--- config.mk ---
export PLATFORM = sky130hd
export DESIGN_NAME = dice_roll_controller
export DESIGN_NICKNAME = d
export VERILOG_FILES = /design/src/rtl/dice_roll_controller.sv
export SDC_FILE = /design/constraint.sdc
export NUM_CORES = 1
export LEC_CHECK = 0
export CAP_MARGIN = 30
export CELL_PAD_IN_SITES_DETAIL_PLACEMENT = 1
export CELL_PAD_IN_SITES_GLOBAL_PLACEMENT = 2
export CORE_UTILIZATION = 40
export CTS_BUF_LIST = sky130_fd_sc_hd__clkbuf_8
export DETAILED_ROUTE_END_ITERATION = 8
export GPL_TIMING_DRIVEN = 0
export PLACE_DENSITY_LB_ADDON = 0.2
export SYNTH_ARGS = -nofsm -noshare
export SYNTH_HDL_FRONTEND = slang
export SYNTH_SLANG_ARGS = --single-unit
--- constraint.sdc ---
create_clock -name clk -period 9.84 [get_ports clk]
set_input_delay 2.46 -clock clk [delete_from_list [all_inputs] [get_ports clk]]
set_output_delay 2.46 -clock clk [all_outputs]
set_load 0.005 [all_outputs]
--- src/rtl/dice_roll_controller.sv ---
// Die-face sequencer: spins while roll is held, slows down over SLOW_STEPS
// progressively longer steps after release, then settles and counts the roll.
module dice_roll_controller #(
  parameter int TICK_DIV   = 50_000_000,
  parameter int SLOW_STEPS = 5
) (
  input  logic       clk,
  input  logic       reset,
  input  logic       roll,
  output logic [3:0] face,
  output logic       rolling,
  output logic       done,
  output logic [7:0] roll_count
);

  localparam int TICK_MAX = TICK_DIV * (SLOW_STEPS + 1);
  localparam int TW       = $clog2(TICK_MAX);
  localparam int SW       = $clog2(SLOW_STEPS + 1);

  typedef enum logic [1:0] {IDLE, SPIN, SLOW, DONE} state_t;

  state_t          state;
  logic            roll_q;
  logic [TW-1:0]   tick_cnt;
  logic [SW-1:0]   step;

  logic            press;
  logic [TW-1:0]   spin_last;
  logic [TW-1:0]   slow_last;
  logic            step_last;
  logic [3:0]      face_nxt;

  assign press     = roll & ~roll_q;
  assign spin_last = TW'(TICK_DIV - 1);
  // Each deceleration step lasts one TICK_DIV period longer than the previous.
  assign slow_last = TW'(TICK_DIV * (int'(step) + 1) - 1);
  assign step_last = (step == SW'(SLOW_STEPS));
  assign face_nxt  = (face == 4'd6) ? 4'd1 : face + 4'd1;

  always_ff @(posedge clk or posedge reset) begin
    if (reset) begin
      state      <= IDLE;
      face       <= 4'd0;
      rolling    <= 1'b0;
      done       <= 1'b0;
      roll_count <= 8'd0;
      roll_q     <= 1'b0;
      tick_cnt   <= '0;
      step       <= '0;
    end else begin
      roll_q <= roll;
      done   <= 1'b0;
      case (state)
        IDLE: begin
          // Edge-detected so a button held through the settle cannot re-trigger.
          if (press) begin
            state    <= SPIN;
            rolling  <= 1'b1;
            tick_cnt <= '0;
            if (face == 4'd0)
              face <= 4'd1;
          end
        end
        SPIN: begin
          if (tick_cnt == spin_last) begin
            face     <= face_nxt;
            tick_cnt <= '0;
          end else begin
            tick_cnt <= tick_cnt + TW'(1);
          end
          if (!roll) begin
            state    <= SLOW;
            step     <= SW'(1);
            tick_cnt <= '0;
          end
        end
        SLOW: begin
          if (tick_cnt == slow_last) begin
            face     <= face_nxt;
            tick_cnt <= '0;
            if (step_last) begin
              state   <= DONE;
              rolling <= 1'b0;
              done    <= 1'b1;
            end else begin
              step <= step + SW'(1);
            end
          end else begin
            tick_cnt <= tick_cnt + TW'(1);
          end
        end
        DONE: begin
          roll_count <= roll_count + 8'd1;
          state      <= IDLE;
        end
        default: state <= IDLE;
      endcase
    end
  end

endmodule

==> impl_metrics.yaml, run 1 <==
cts:
  hold_buffers: 0
  clkTransAtPathRegs_ns: 0.09
  cts_buffers: 5
  post_cts_buffers: 0
  root_buffer: "clkbuf_8"
  tritoncts: "done"
  postCtsResizedCells: 0
  cts_sinks: 49
  insertion_delay_ns: 0.32
  clock_path_buffers: 2
  h-tree-depth: 2
timing:
  tightest_slew_ns: 0.6883
  finalSetupViolCount: 0
  fmaxAchievable_mhz: 149.1
  rsz0062_at_grt: "false"
  whs_ns: 0.4982
  relSlewSlack_pct: 54.12
  clock-skew-final_ns: 0.01812
  slew_violations: 0
  period_share_pct: 68.14
  timing.final.crit_period_ns: 6.705
  final-hold-violation-count: 0
  setup_tns_ns: 0
synthesis:
  synth_top_area_share_pct: 25.21
  synth_nets: 631
  avgSynthCellArea_sq_um: 8.316
  synthCells: 585
  synth-edff-count: 0
  synth.ff_latch_count: 49
  synth.area.top_cells: "dfrtp_1 (25%), ha_1 (9.0%), nand2_1 (4.6%)"
  syn-cell-area_sq_um: 4865
  synth.most_common_cell: "nand2_1"
  ys_seq_area_share_pct: 25.21
  yosys_warnings: 0
  yosys_most_used_dff: "dfrtp_1"
  synth.distinct_cells: 78
  ys_top_cells_by_count: "nand2_1 (59), dfrtp_1 (49), nand3_1 (40), nor2_1 (38), inv_1 (36)"
  synth_top_area_cell: "dfrtp_1"
  async_flop_share_pct: 100.0
placement:
  dp_hpwl_um: 11490
  gp_congestion: 0.7995
  placed_cells: 746
  portBuffers: 16
setup_path:
  cp_max_fo: 10
  required_ns: 10.05
  r2r_slack_ns: 3.14
  crit_type: "reg2reg"
  end_kind: "flop"
  cp.arrival_ns: 6.91
  critPathLaunchType: "flop"
global_routing:
  overflow: 0
  grt_pass1_vias: 4905
  grt_max_degree: 31
  track_usage_pct: 24.15
  grt_pass1_wl_um: 24380
  grt_antenna_before_repair: 0
route:
  via_per_inst: 5.969
  vias: 4495
  wire_per_inst_um: 19.07
  ant_nets: 0
  routed_wl_um: 14360
  drcViolationCount: 0
  drt_iter0_markers: 157
  dr.pass1.iters: 4
finish:
  finish.utilization_pct: 45.79
  nets: 656
  drive_gt1_share_pct: 6.721
  insertedDiodeCount: 0
  area_delta_synth_final_pct: 9.311
  layoutNonFillerInstCount: 753
pwr:
  peakVddDrop_v: 0.0001513
  power_density_nw_per_um2: 282.8
  power_mw: 1.504
  leakagePower_nw: 2.256
floorplan:
  initial_utilization_pct: 41.89
  num_rows: 39
  ios: 17
  die_area_sq_um: 12610
  fp.coreArea_sq_um: 11610
  die_w_um: 112.3
  die_h_um: 112.3
worst_hold_path:
  min_path_type: "reg2reg"
status:
  outcome: "finished, final reports clean"
flow_run:
  cap_violations: 0
registers in the layout (all words and copies together) (netlist names):
signal and cells:
tick_cnt 29, state 2, rolling 1, roll_count 8, step 3, face 4
done 1, roll_q 1
cell usage in the layout (no fill, tap or decap), drive strengths merged, types with 4 or more instances in the layout:
cell and n:
a211o 5, a211oi 6, a21o 9, a21oi 23, a22o 10, a31oi 6, and2 5, and3 12
buf 12, clkbuf 23, clkdlybuf4s50 16, dfrtp 49, fa 8, ha 35, inv 36, mux2i 8
nand2 61, nand3 40, nand4 12, nor2 39, nor2b 10, nor3 22, nor4 8, o211ai 6
o21a 5, o21ai 33, o21bai 4, o31a 4, o31ai 6, or3 5, xnor2 22, xor2 6
stage by stage:
stage,setup slack (ns),instance area [sq um]
after CTS,3.053,5318
after global routing,2.534,5318
after detailed placement,3.101,5228
final,3.135,5318
after global placement,2.981,5204
after floorplan,4.165,4865
final timing paths:
kind	cells past startpoint	startpoint	to
worst max-delay path	19	step[1]	tick_cnt[26]
worst min-delay path	1	roll_count[7]	roll_count[7]
worst max register to register	19	step[1]	tick_cnt[26]
worst min register to register	1	roll_count[7]	roll_count[7]
max in group asynchronous	3	reset	tick_cnt[20]
min in group asynchronous	2	reset	roll_count[1]
per-layer routing:
metal | GRT usage (%) | share of wire [%] | vias up
li1 | - | - | 2185
met1 | 31.10 | 46 | 2221
met2 | 42.94 | 50 | 71
met3 | 2.322 | 2.9 | 18
met4 | 7.111 | 1.6 | 0
met5 | 0 | 0 | -
layout make-up:
cell class                 instances  area [sq um]
fill                            1408          6296
multi-input combinational        473          3371
sequential                        49          1226
timing repair buffer              18         183.9
tap                              143         178.9
inverter                          36         135.1
buffer                            27         132.6
clock buffer                       6         82.58
clock inverter                     1         7.507
power by group:
part	switching (mW)	internal, mW
sequential	0.0378	0.229
combinational	0.679	0.434
clock	0.0686	0.0557
total	0.785	0.719
critical path, stage by stage (launching register included):
cell and delay, ns:
dfrtp_1 0.52, inv_1 0.10, ha_1 0.37, clkbuf_1 0.32
inv_1 0.17, fa_1 0.59, inv_1 0.12, fa_1 0.53
fa_1 0.53, xnor2_1 0.19, nor4_4 0.43, o2111ai_1 0.39
o311ai_0 0.47, a31oi_1 0.21, nor3_1 0.55, o21a_1 0.39
and2_4 0.20, buf_6 0.17, o21ai_1 0.09, a22o_1 0.25
kinds of logic after synthesis:
family                   share of synthesized area [%]
AND/OR/NAND/NOR                                  26.11
AO/OA/AOI/OAI                                    22.56
buffers and inverters                            5.504
flip-flops                                       25.21
adder cells (fa/ha/maj)                          12.29
XOR/XNOR                                         5.993
multiplexers                                     2.341
Note: power is estimated with default switching activity, not from simulation.
==> run 2, diff against run 1 <==
==> constraint.sdc (replaced) <==
create_clock -name clk -period 6.45 [get_ports clk]
set_input_delay 1.6125 -clock clk [delete_from_list [all_inputs] [get_ports clk]]
set_output_delay 1.6125 -clock clk [all_outputs]
set_load 0.005 [all_outputs]
==> impl_metrics.yaml, run 2 (same netlist as run 1, synthesis figures left out) <==
floorplan:
  fp.coreArea_sq_um: 11610
  ios: 17
  die_area_sq_um: 12610
  num_rows: 39
  initial_utilization_pct: 41.89
  die_h_um: 112.3
  die_w_um: 112.3
cts:
  insertion_delay_ns: 0.32
  clock_path_buffers: 2
  clkTransAtPathRegs_ns: 0.09
  cts_buffers: 5
  tritoncts: "done"
  root_buffer: "clkbuf_8"
  cts_sinks: 49
  h-tree-depth: 2
  hold_buffers: 0
route:
  routed_wl_um: 14540
  drt_iter0_markers: 155
  vias: 4551
  wire_per_inst_um: 19.13
  dr.pass1.iters: 4
  ant_nets: 0
  drcViolationCount: 0
  via_per_inst: 5.988
setup_path:
  critical_path_buf_inv_count: 6
  crit_family: "adder cells"
  r2r_slack_ns: 0.25
  end_kind: "flop"
  path_cells: "buf_4 -> ha_1 -> xor2_2 -> inv_1 -> fa_1 -> inv_1 -> fa_1 -> inv_1 -> ha_1 -> a21o_2 -> or3_1 -> mux2i_1 -> o22ai_1 -> nand4bb_4 -> o31a_1 -> o211a_1 -> or4_1 -> buf_2 -> and2_4 -> buf_6 -> nor2_8 -> a22o_1"
  ff2ff_path_depth: 22
  required_ns: 6.71
  critPathLaunchType: "flop"
  crit_type: "reg2reg"
  reg2reg_from: "step[1]"
  critPathSlowestCell: "fa_1"
  cp_max_fo: 10
  cp.arrival_ns: 6.46
  crit_top_cell: "inv_1"
  critPathMaxStageDelay_ns: 0.58
  path_depth: 22
  r2r_end: "tick_cnt[25]"
global_routing:
  grt_pass1_wl_um: 24480
  track_usage_pct: 24.26
  grt_max_degree: 31
  overflow: 0
  grt_antenna_before_repair: 0
  grt_pass1_vias: 4899
timing:
  fmaxAchievable_mhz: 161.3
  whs_ns: 0.4952
  finalSetupViolCount: 0
  period_share_pct: 96.14
  tightest_slew_ns: 0.6751
  clock-skew-final_ns: 0.01731
  final-hold-violation-count: 0
  relSlewSlack_pct: 54.58
  slew_violations: 0
  timing.final.crit_period_ns: 6.201
pwr:
  p_int_mw: 1.126
  power_mw: 2.366
  p_sw_share_pct: 52.39
  power_frac_seq_pct: 17.1
  peakVddDrop_v: 0.0002312
  clock_power_share_pct: 8.0
  pwr-share-comb_pct: 74.9
  power_density_nw_per_um2: 431.9
  switching_power_mw: 1.239
  leakagePower_nw: 2.335
finish:
  insertedDiodeCount: 0
  largest_register_ffs: 29
  reg.largest.list: "tick_cnt: 29 flops, roll_count: 8 flops, face: 4 flops"
  final_cell_mix: "nand2_1 (59), dfrtp_1 (47), nand3_1 (40), nor2_1 (38), inv_1 (35)"
  fin_area_sq_um: 5478
  drive_gt1_share_pct: 11.18
  area_delta_synth_final_pct: 12.60
  regMostFlops: "tick_cnt"
  nets: 663
  final_common_cell: "nand2_1"
placement:
  gp_congestion: 0.7995
  place_area_sq_um: 5228
  portBuffers: 16
  dp_hpwl_um: 11490
worst_hold_path:
  hold_depth: 1
  holdPathEnd: "roll_count[3]"
  min_path_type: "reg2reg"
  min-delay-start: "roll_count[3]"
flow_run:
  cap_violations: 0
status:
  outcome: "finished, final reports clean"
[run 2: layout make-up]
type	instances	area (sq um)
buffer	25	126.4
sequential	49	1229
multi-input combinational	473	3466
fill	1406	6136
inverter	36	135.1
clock buffer	6	82.58
timing repair buffer	27	252.7
clock inverter	1	7.507
tap	143	178.9
[run 2: worst register-to-register path: cells and delay by family, from the launching register on]
family,cells,cell delay (ns)
adders and majority gates,4,1.79
and+or+nand+nor,5,1.48
AOI/OAI and AO/OA,5,1.19
buffers and inverters,6,0.85
DFF,1,0.44
xor gates and xnor gates,1,0.25
muxes,1,0.14
[run 2: power groups by stage]
stage	Clock (mW)	Combinational [mW]	Sequential, mW
6_report	0.190	1.77	0.404
3_5_place_dp	0	1.69	0.413
5_1_grt	0.208	1.94	0.414
4_1_cts	0.199	1.71	0.409
3_3_place_gp	0	1.63	0.410
2_1_floorplan	0	1.25	0.403
[run 2: metrics by stage]
stage                     util, %  instances  worst slack (ns)  setup TNS (ns)
after floorplan                 -        585            0.7748               0
after global placement      44.81        744           -0.4094          -9.988
after detailed placement    45.01        746           -0.2892          -4.852
after CTS                   45.99        752           0.01367               0
after global routing        47.17        760          -0.06355         -0.5700
final                       47.17        760            0.2488               0
[run 2: worst max path at each step]
stage	startpoint	to
2_1_floorplan	step[1]	tick_cnt[13]
3_3_place_gp	step[1]	tick_cnt[28]
3_5_place_dp	step[1]	tick_cnt[28]
5_1_grt	step[1]	face[2]
4_1_cts	step[1]	state[0]
6_report	step[1]	tick_cnt[25]
[run 2: per-layer routing]
metal  GRT usage (%)  share of wire [%]  vias to the layer above
met1           31.31                 45                     2258
li1                -                  -                     2201
met4           7.111                1.8                        0
met5               0                  0                        -
met3           2.322                3.2                       20
met2           43.06                 50                       72
[run 2: timing repair]
| action | 4_1_cts | 5_1_grt |
|---|---|---|
| gates resized for setup | 7 | 17 |
| buffers inserted | 0 | 9 |
| pin swaps | 0 | 3 |
| setup endpoints to repair | 35 | 38 |
| endpoints found under the hold margin | 0 | 0 |
